[config.mk]
export PLATFORM = sky130hd
export DESIGN_NAME = servo_pwm_gen
export DESIGN_NICKNAME = d
export VERILOG_FILES = /design/src/rtl/servo_pwm_gen.sv
export SDC_FILE = /design/constraint.sdc
export NUM_CORES = 1
export LEC_CHECK = 0
export ABC_AREA = 1
export CAP_MARGIN = 30
export CORE_MARGIN = 2
export CORE_UTILIZATION = 50
export CTS_BUF_LIST = sky130_fd_sc_hd__clkbuf_16
export DETAILED_ROUTE_END_ITERATION = 8
export PLACE_DENSITY = 0.8
export SKIP_CTS_REPAIR_TIMING = 1
export SYNTH_ARGS = -nofsm -noshare
export SYNTH_HDL_FRONTEND = slang
export SYNTH_SLANG_ARGS = --single-unit
export TNS_END_PERCENT = 30
[constraint.sdc]
create_clock -name iClk -period 7.4 [get_ports iClk]
set_input_delay 1.48 -clock iClk [delete_from_list [all_inputs] [get_ports iClk]]
set_output_delay 1.48 -clock iClk [all_outputs]
set_load 0.03 [all_outputs]
[src/rtl/servo_pwm_gen.sv]
// Hobby-servo PWM generator: 50 Hz frame, pulse width derived from an 8-bit angle
// by an iterative shift-add multiplier. The new width is committed only at the frame wrap.
module servo_pwm_gen #(
  parameter int FRAME_CYC   = 1000000,
  parameter int MIN_CYC     = 25000,
  parameter int CYC_PER_DEG = 555,
  parameter int MAX_ANGLE   = 180,
  parameter int LOAD_AT     = FRAME_CYC - 16
) (
  input  logic        iClk,
  input  logic        iRst,
  input  logic [7:0]  iAngle,
  input  logic        iEnable,
  output logic        oPwm,
  output logic        oFrame,
  output logic [16:0] oWidth,
  output logic        oClamp
);

  localparam logic [19:0] LAST_CNT = 20'(FRAME_CYC - 1);
  localparam logic [19:0] LOAD_CNT = 20'(LOAD_AT);
  localparam logic [16:0] MIN_W    = 17'(MIN_CYC);
  localparam logic [16:0] DEG_W    = 17'(CYC_PER_DEG);
  localparam logic [16:0] RESET_W  = 17'(MIN_CYC + 60 * CYC_PER_DEG);
  localparam logic [7:0]  MAX_A    = 8'(MAX_ANGLE);

  typedef enum logic [1:0] {IDLE, MUL, DONE} mulState_t;

  mulState_t   state, nextState;
  logic [19:0] frameCnt, nextCnt;
  logic        wrap, sampleEvt, nextEn, enLatched;
  logic [16:0] nextWidth, shadowWidth, acc;
  logic [7:0]  angleReg;
  logic [2:0]  bitIdx;

  always_comb begin
    wrap      = (frameCnt == LAST_CNT);
    sampleEvt = (frameCnt == LOAD_CNT);
    nextCnt   = wrap ? '0 : frameCnt + 20'd1;
    nextWidth = wrap ? shadowWidth : oWidth;
    nextEn    = wrap ? iEnable : enLatched;
  end

  // Outputs are computed from next-cycle values so they line up with the counter.
  always_ff @(posedge iClk or posedge iRst) begin
    if (iRst) begin
      frameCnt  <= '0;
      oFrame    <= 1'b0;
      oPwm      <= 1'b0;
      oWidth    <= RESET_W;
      enLatched <= 1'b0;
    end else begin
      frameCnt  <= nextCnt;
      oFrame    <= wrap;
      oWidth    <= nextWidth;
      enLatched <= nextEn;
      oPwm      <= nextEn && (nextCnt < {3'b000, nextWidth});
    end
  end

  always_ff @(posedge iClk or posedge iRst) begin
    if (iRst) begin
      angleReg <= '0;
      oClamp   <= 1'b0;
    end else begin
      oClamp <= sampleEvt && (iAngle > MAX_A);
      if (sampleEvt)
        angleReg <= (iAngle > MAX_A) ? MAX_A : iAngle;
    end
  end

  always_comb begin
    nextState = state;
    case (state)
      IDLE:    if (sampleEvt) nextState = MUL;
      MUL:     if (bitIdx == 3'd7) nextState = DONE;
      DONE:    nextState = IDLE;
      default: nextState = IDLE;
    endcase
  end

  // One multiplier bit per MUL cycle, LSB first.
  always_ff @(posedge iClk or posedge iRst) begin
    if (iRst) begin
      state       <= IDLE;
      acc         <= '0;
      bitIdx      <= '0;
      shadowWidth <= RESET_W;
    end else begin
      state <= nextState;
      case (state)
        IDLE: begin
          if (sampleEvt) begin
            acc    <= MIN_W;
            bitIdx <= '0;
          end
        end
        MUL: begin
          if (angleReg[bitIdx])
            acc <= acc + (DEG_W << bitIdx);
          bitIdx <= bitIdx + 3'd1;
        end
        DONE:    shadowWidth <= acc;
        default: ;
      endcase
    end
  end

endmodule

# ---- Yosys cells after proc, flatten, opt, wreduce, memory -nomap -nowiden
# Cells that the tools add are included.
dict set report totals {
  register_bits 88
  inputBits 11
  output_inout_bits 20
  word_cells 47
}
dict set report classes {
  addsub 3
  n_lt_le_gt_ge 3
  n_eq_ne 8
  shifts 1
  muxes 14
  reduce_logical 7
}
# op count
set op_table {}
lappend op_table {{$mux 17} 3}
lappend op_table {{$eq 20x20->1 const B} 2}
lappend op_table {{$pmux 17 s2} 1}
lappend op_table {{$add 20x1->20 const B} 1}
lappend op_table {{$lt 20x17->1} 1}
lappend op_table {{$mux 20} 1}
lappend op_table {{$add 17x17->17} 1}
lappend op_table {{$shl 10x3->17 const A} 1}
lappend op_table {{$gt 8x8->1 const B} 1}
lappend op_table {{$mux 8} 1}
lappend op_table {{$ne 2x2->1 const B} 3}
lappend op_table {{$pmux 3 s2} 1}
lappend op_table {{$lt 3x4->1 const B} 1}
lappend op_table {{$mux 2} 2}
lappend op_table {{$pmux 2 s2} 1}
lappend op_table {{$reduce_and 2->1} 2}
lappend op_table {{$add 3x1->3 const B} 1}
lappend op_table {{$bmux 1 s3} 1}
lappend op_table {{$eq 3x3->1 const B} 1}
lappend op_table {{$mux 3} 1}
lappend op_table {{$reduce_and 3->1} 1}
lappend op_table {{$eq 2x1->1 const B} 1}
lappend op_table {{$eq 2x2->1 const B} 1}
lappend op_table {{$logic_and 1x1->1} 2}
lappend op_table {{3 further kinds} 4}

# ---- Depth between registers and ports, before layout
# Gate-level depths: netlist of run 1.
dict set report depth {
  word_depth 4
  ltp_mapped 19
  mapped_depth_nobuf 19
}

# ---- Worst setup path after synthesis of run 1
# Ideal clock, no wire load.
dict set report synth_timing {
  path_kind {flip-flop to flip-flop}
  start {register bitIdx[0]}
  end {register acc[12]}
  setup_ns 0.117
  arrival_ns 2.359
  required_ns 7.283
  path_slack_ns 4.923
  path_stages_with_launch 17
  n_path_buf 1
  synth_period_minus_slack_ns 2.477
  path_cell_list {dfrtp_1 -> clkbuf_2 -> inv_2 -> ha_1 -> inv_1 -> nor2_1 -> ha_1 -> inv_1 -> fa_1 -> o21ai_1 -> a21oi_1 -> o21ai_1 -> nand2_1 -> nand2_1 -> nand2_1 -> nand3_1 -> nand2_1}
}
dict set report synth_via {
  elab_chain_cells 4
  elab_cells_between_ends 8
  cone_classes {add/sub: 1; eq/ne: 1; shift: 1; mux: 4; reduce/logical: 1}
}
# element line
set synth_lines {}
lappend synth_lines {{start: declaration} 34} ;# logic [2:0] bitIdx;
lappend synth_lines {{start signal: assignment} 101} ;# bitIdx <= bitIdx + 3'd1;
lappend synth_lines {{$shl 10x3->17 / $bmux 1 s3 (equally long branches)} {100, 99}}
lappend synth_lines {{$add 17x17->17 / $mux 1 (equally long branches)} {100, 99}}
lappend synth_lines {{$mux 17 / $ne 2x2->1 (equally long branches)} -}
lappend synth_lines {{$pmux 17 s2 / $reduce_and 3->1 (equally long branches)} -}
lappend synth_lines {{end signal: assignment} 100} ;# acc <= acc + (DEG_W << bitIdx);
lappend synth_lines {{end: declaration} 32} ;# logic [16:0] nextWidth, shadowWidth, acc;
# Parallel ways exist; a longest one is shown, timed or not. The select of a mux whose other input is x is not followed.
# A chain may end at the register's enable or synchronous reset.

# ---- Worst setup path in the final report of run 1
dict set report layout_timing {
  start {register oWidth[8]}
  end {output port oWidth[8]}
}
# element line
set layout_rtl {}
lappend layout_rtl {{start: declaration} 16} ;# output logic [16:0] oWidth,
lappend layout_rtl {{start signal: assignment} 55} ;# oWidth <= nextWidth;
# No word-level cell between the ends.

==> impl_metrics.toml, run 1 <==
[outcome]
status = "complete, no violations"

[pwr]
finalPower_mw = 0.978
p_per_area_nw_per_um2 = 162
leakagePower_nw = 3.03
ir_worst_vdd_mv = 0.0934

[setup_path]
cp_max_fo = 2
rr_startpoint = "frameCnt[1]"
endpoint_kind = "output port"
r2r-end = "oPwm"
path_cells = "clkdlybuf4s50_1"
cp_slowest_stage_delay_ns = 0.67
rrSetupSlack_ns = 4.36
critPathLaunchType = "flop"
worst-path-buf-inv = 1
worstPathRequired_ns = 5.92
path_class = "flop to output port"
ff2ff_path_depth = 16
path_delay_family = "buffers and inverters"
slowest_stage = "clkdlybuf4s50_1"
cp.arrival_ns = 1.56

[yosys]
synth-seq-cells = 88
syn_inst = 678
syn_area_per_cell_um2 = 7.75
ys_types = 42
synth_top_family_by_area = "simple AND/OR/NAND/NOR gates"
synth_fp_nets = 731
ys_warn_count = 0
synth_area_um2 = 5250
synth-compound-area-share_pct = 12.2
seq_area_frac_synth_pct = 42.4
synth-xor-area-share_pct = 2.17
synth-simple-area-share_pct = 23.8
synthMuxAreaShare_pct = 0.214
synth_fa_ha_area_share_pct = 10.1

[route]
drc = 0
top_layer = "met4"
totalWireLength_um = 11900
drt_iter0_markers = 274
wl_met1_um = 5250
num_vias = 4448
drt_pass1_iterations = 5
dr_wl_met2_um = 5820
wire_per_inst_um = 13.9
drtAntennaViolNets = 0
met3RoutedLength_um = 480
via_per_inst = 5.21

[hold_path]
min_path_cells = 2
holdPathEnd = "shadowWidth[13]"
hold_class = "flop to flop"
hp-start = "shadowWidth[13]"

[clocking]
htreeDepth = 3
tritoncts = "done"
clk_pin_slew_worst_paths_ns = 0.06
clockBufferDepth = 2
numCtsBuffers = 9
cts_root_buffer = "clkbuf_16"
insertion_delay_ns = 0.34
clock-sinks = 88

[timing]
finalHoldViolCount = 0
rsz0062_at_grt = "false"
skew_ns = 0.00549
setup_viol = 0
final.min_clock_period_ns = 3.04
tightest_slew_ns = 0.919
fin_crit_sh_pct = 41.1
whs_ns = 0.473
max_slew_margin_pct = 38.6
drv_slew = 0
fmax_mhz = 329
fin_tns_setup_ns = 0

[finish]
final_nets = 765
regArea_um2 = 2230
fill_cells = 902
syn_to_final_growth_pct = 14.8
diodes = 0
drive_above_1_share_pct = 7.39
multi_input_area_um2 = 2550
final_area_um2 = 6030

[place]
placed_area_um2 = 5720
routabilityCongestion = 1.03
portBuffers = 30
hpwl_um = 8970

[die]
die_h_um = 106
design.core.area_um2 = 10300
rows = 37
ios = 31
die-width_um = 106
initial_core_util_pct = 51.1
die_area_um2 = 11300

[global_routing]
grt_pass1_wl_um = 19800
grt_max_degree = 72
grt.total_usage_pct = 22.2
grt_overflow_total = 0
antenna_found_initial = 0
grt_pass1_vias = 4258

[flow_run]
max-cap-violations = 0
==> state kept, by name (all words and copies together) (netlist names) <==
name         cells
frameCnt        20
enLatched        1
shadowWidth     17
angleReg         8
oClamp           1
oPwm             1
state            2
oFrame           1
bitIdx           3
acc             17
oWidth          17
==> cell type report <==
cell class	instances	share of cell area [%]
clock buffer	9	3.74
clock inverter	7	1.45
inverter	116	7.24
multi-input combinational	465	42.2
sequential	88	36.9
tap	136	2.82
timing repair buffer	32	5.56
==> cell usage in the layout, fill, tap and decap left out, types with 11 or more instances in the layout <==
cell / Yosys / layout
nand2_1: 163 / 163
inv_1: 111 / 111
nor2_1: 71 / 71
dfrtp_1: 68 / 68
a21oi_1: 51 / 51
ha_1: 41 / 41
o21ai_0: 40 / 40
nand3_1: 34 / 34
clkdlybuf4s50_1: 0 / 30
dfstp_2: 20 / 20
xor2_1: 11 / 11
==> synthesized netlist by cell type (all sizes together) <==
cell,count,area (um2)
a211oi,3,22.5
a21o,2,15.0
a21oi,52,272
and2,2,12.5
and3,1,6.26
buf,3,20.0
clkbuf,6,23.8
dfrtp,68,1700
dfstp,20,526
fa,1,20.0
ha,41,513
inv,116,435
mux2,1,11.3
nand2,164,623
nand3,37,208
nand3b,2,15.0
nand4,4,25.0
nor2,74,300
nor3,7,46.3
nor4,1,6.26
o2111ai,1,8.76
o21a,1,7.51
o21ai,46,234
o21bai,4,30.0
o22a,1,8.76
o22ai,3,18.8
o31ai,3,22.5
or2,1,6.26
xnor2,2,17.5
xor2,11,96.3
==> worst max path at each step <==
stage	startpoint	end	depth (start not counted)
finish	oWidth[8]	oWidth[8]	1
global route	frameCnt[10]	oPwm	16
CTS	oWidth[4]	oWidth[4]	1
detailed placement	frameCnt[10]	oPwm	16
global placement	frameCnt[0]	oPwm	16
floorplan	iRst	acc[0]	1
==> worst min-delay path, delay by kind of cell, from the launching register on <==
kind / cells / cell delay [ns]
flip-flops: 1 / 0.37
AND/OR/NAND/NOR: 2 / 0.11
==> kinds of logic (layout without fill, tap and decap cells) <==
family          Yosys count  in the layout
simple gates            293            293
buf+inv                 125            164
compound gates          116            116
flops                    88             88
fa+ha+maj                42             42
xor+xnor                 13             13
mux                       1              1
==> power by group <==
group	switching [mW]	total, mW	internal [mW]	leakage, nW
sequential	0	0.482	0.482	1.10
clock	0.185	0.478	0.293	0.152
combinational	0.0114	0.0186	0.00718	1.78
total	0.197	0.978	0.782	3.03
==> per-stage QoR <==
step / instances / utilization [%] / setup slack (ns)
after floorplan: 678 / - / 3.67
after global placement: 836 / 55.3 / 4.48
after detailed placement: 837 / 55.6 / 4.39
after CTS: 853 / 58.7 / 4.35
after global routing: 853 / 58.7 / 4.01
final: 853 / 58.7 / 4.36
==> layer usage <==
layer	vias to the layer above	GRT usage [%]
met3	25	4.11
li1	2221	-
met1	2073	28.1
met2	129	37.7
met4	0	8.44
met5	-	0
Power figures use the tool's default switching activity.
==> inputs of run 2 (changes only) <==
==> constraint.sdc (replaced) <==
create_clock -name iClk -period 2.8 [get_ports iClk]
set_input_delay 0.56 -clock iClk [delete_from_list [all_inputs] [get_ports iClk]]
set_output_delay 0.56 -clock iClk [all_outputs]
set_load 0.03 [all_outputs]
==> impl_metrics.toml, run 2 (synthesis results as in run 1) <==
[outcome]
status = "complete, no violations"

[finish]
layout_common_cells = "162 x nand2_1, 109 x inv_1, 67 x dfrtp_1, 66 x nor2_1, 47 x a21oi_1"
final_core_util_pct = 61.7
syn_to_final_growth_pct = 20.7
largest_reg_flops = 20
drive_above_1_share_pct = 13.9
largest-register = "frameCnt"
layout_commonest_cell = "nand2_1"
finalNonFillerCells = 884
diodes = 0
fill_cells = 907
final_nets = 796

[route]
num_vias = 4594
drtAntennaViolNets = 0
via_per_inst = 5.20
totalWireLength_um = 13000
drt_pass1_iterations = 4
wire_per_inst_um = 14.7
drt_iter0_markers = 264
drc = 0

[clocking]
clockBufferDepth = 2
numCtsBuffers = 9
tritoncts = "done"
insertion_delay_ns = 0.34
clock-sinks = 88
htreeDepth = 3
clk_pin_slew_worst_paths_ns = 0.06
cts_root_buffer = "clkbuf_16"

[timing]
max_slew_margin_pct = 63.8
whs_ns = 0.468
finalHoldViolCount = 0
fmax_mhz = 366
rsz0062_at_grt = "true"
drv_slew = 0
setup_viol = 0
tightest_slew_ns = 0.542
skew_ns = 0.00707
fin_crit_sh_pct = 97.6
final.min_clock_period_ns = 2.73

[setup_path]
endpoint_kind = "flop"
critPathLaunchType = "flop"
path_class = "flop to flop"
worstPathRequired_ns = 3.07
slowest_stage = "dfrtp_1"
timing.critical_path.mode_cell = "nand2_1"
cp_max_fo = 8
cp.arrival_ns = 3.00
path_cells = "ha_4 -> nand3_4 -> inv_2 -> nand3_2 -> nor2_4 -> buf_6 -> a21oi_1 -> o21ai_0 -> inv_1 -> ha_4 -> nand2_1 -> inv_1 -> o21ai_0 -> nand2_1 -> a21oi_2 -> nand2_1 -> a21oi_2 -> nand3_1 -> a21oi_1"
cp_slowest_stage_delay_ns = 0.42

[pwr]
ir_worst_vdd_mv = 0.253
p_per_area_nw_per_um2 = 381
leakagePower_nw = 3.15
finalPower_mw = 2.42

[flow_run]
max-cap-violations = 0

[global_routing]
antenna_found_initial = 1
grt_max_degree = 40
grt_pass1_vias = 4499
grt_pass1_wl_um = 21200
grt_overflow_total = 0
grt.total_usage_pct = 23.7

[die]
rows = 37
design.core.area_um2 = 10300
ios = 31
die-width_um = 106
die_area_um2 = 11300
die_h_um = 106
initial_core_util_pct = 51.1

[place]
portBuffers = 30
dp.cells = 855
routabilityCongestion = 0.928
hpwl_um = 9590

[hold_path]
hold_class = "flop to flop"
-- run 2: worst paths after layout --
check	from	end	slack [ns]	depth (start not counted)
min in group asynchronous	iRst	state[1]	0.62	2
worst min register to register	shadowWidth[13]	shadowWidth[13]	0.47	2
worst max-delay path	frameCnt[1]	oPwm	0.07	19
worst min-delay path	shadowWidth[13]	shadowWidth[13]	0.47	2
max in group asynchronous	iRst	oWidth[8]	1.56	3
worst max register to register	frameCnt[1]	oPwm	0.07	19
-- run 2: per-stage QoR --
step / setup WS (ns) / instance area [um2] / setup TNS (ns)
after global routing: -0.163 / 6340 / -0.163
after floorplan: 0.323 / 5260 / 0
after detailed placement: -0.0514 / 5860 / -0.0514
after global placement: 0.0501 / 5860 / 0
after CTS: -0.0860 / 6120 / -0.0860
final: 0.0662 / 6340 / 0
-- run 2: worst max-delay path: cells and delay by family (launching register included) --
kind / cells / cell delay [ns]
AOI/OAI and AO/OA: 6 / 0.63
DFF: 1 / 0.42
buffers and inverters: 4 / 0.38
and+or+nand+nor: 7 / 0.80
adders and majority gates: 2 / 0.40
-- run 2: layout make-up --
class	instances	area [um2]	area share, %
inverter	116	442	6.97
multi-input combinational	466	2660	42.0
sequential	88	2230	35.1
timing repair buffer	62	573	9.04
tap	136	170	2.68
clock buffer	9	225	3.55
clock inverter	7	40.0	0.632
-- run 2: where the power goes --
group,internal (mW),switching [mW]
Combinational,0.0199,0.0333
Sequential,1.27,0
Clock,0.591,0.501
-- run 2: routing by layer --
layer | wire [um] | up-vias | GRT usage (%)
met3 | 380 | 25 | 3.43
met2 | 6650 | 86 | 41.2
met4 | 270 | 2 | 8.53
li1 | - | 2301 | -
met1 | 5640 | 2180 | 30.0
met5 | 13 | - | 0
==> inputs of run 3 (changes only) <==
--- a/config.mk
+++ b/config.mk
@@ -13,6 +13,7 @@
 export DETAILED_ROUTE_END_ITERATION = 8
 export PLACE_DENSITY = 0.8
 export SKIP_CTS_REPAIR_TIMING = 1
+export SKIP_LAST_GASP = 1
 export SYNTH_ARGS = -nofsm -noshare
 export SYNTH_HDL_FRONTEND = slang
 export SYNTH_SLANG_ARGS = --single-unit
==> results of run 3 <==
No change in the layout: final DEF, timing and power equal those of run 2.
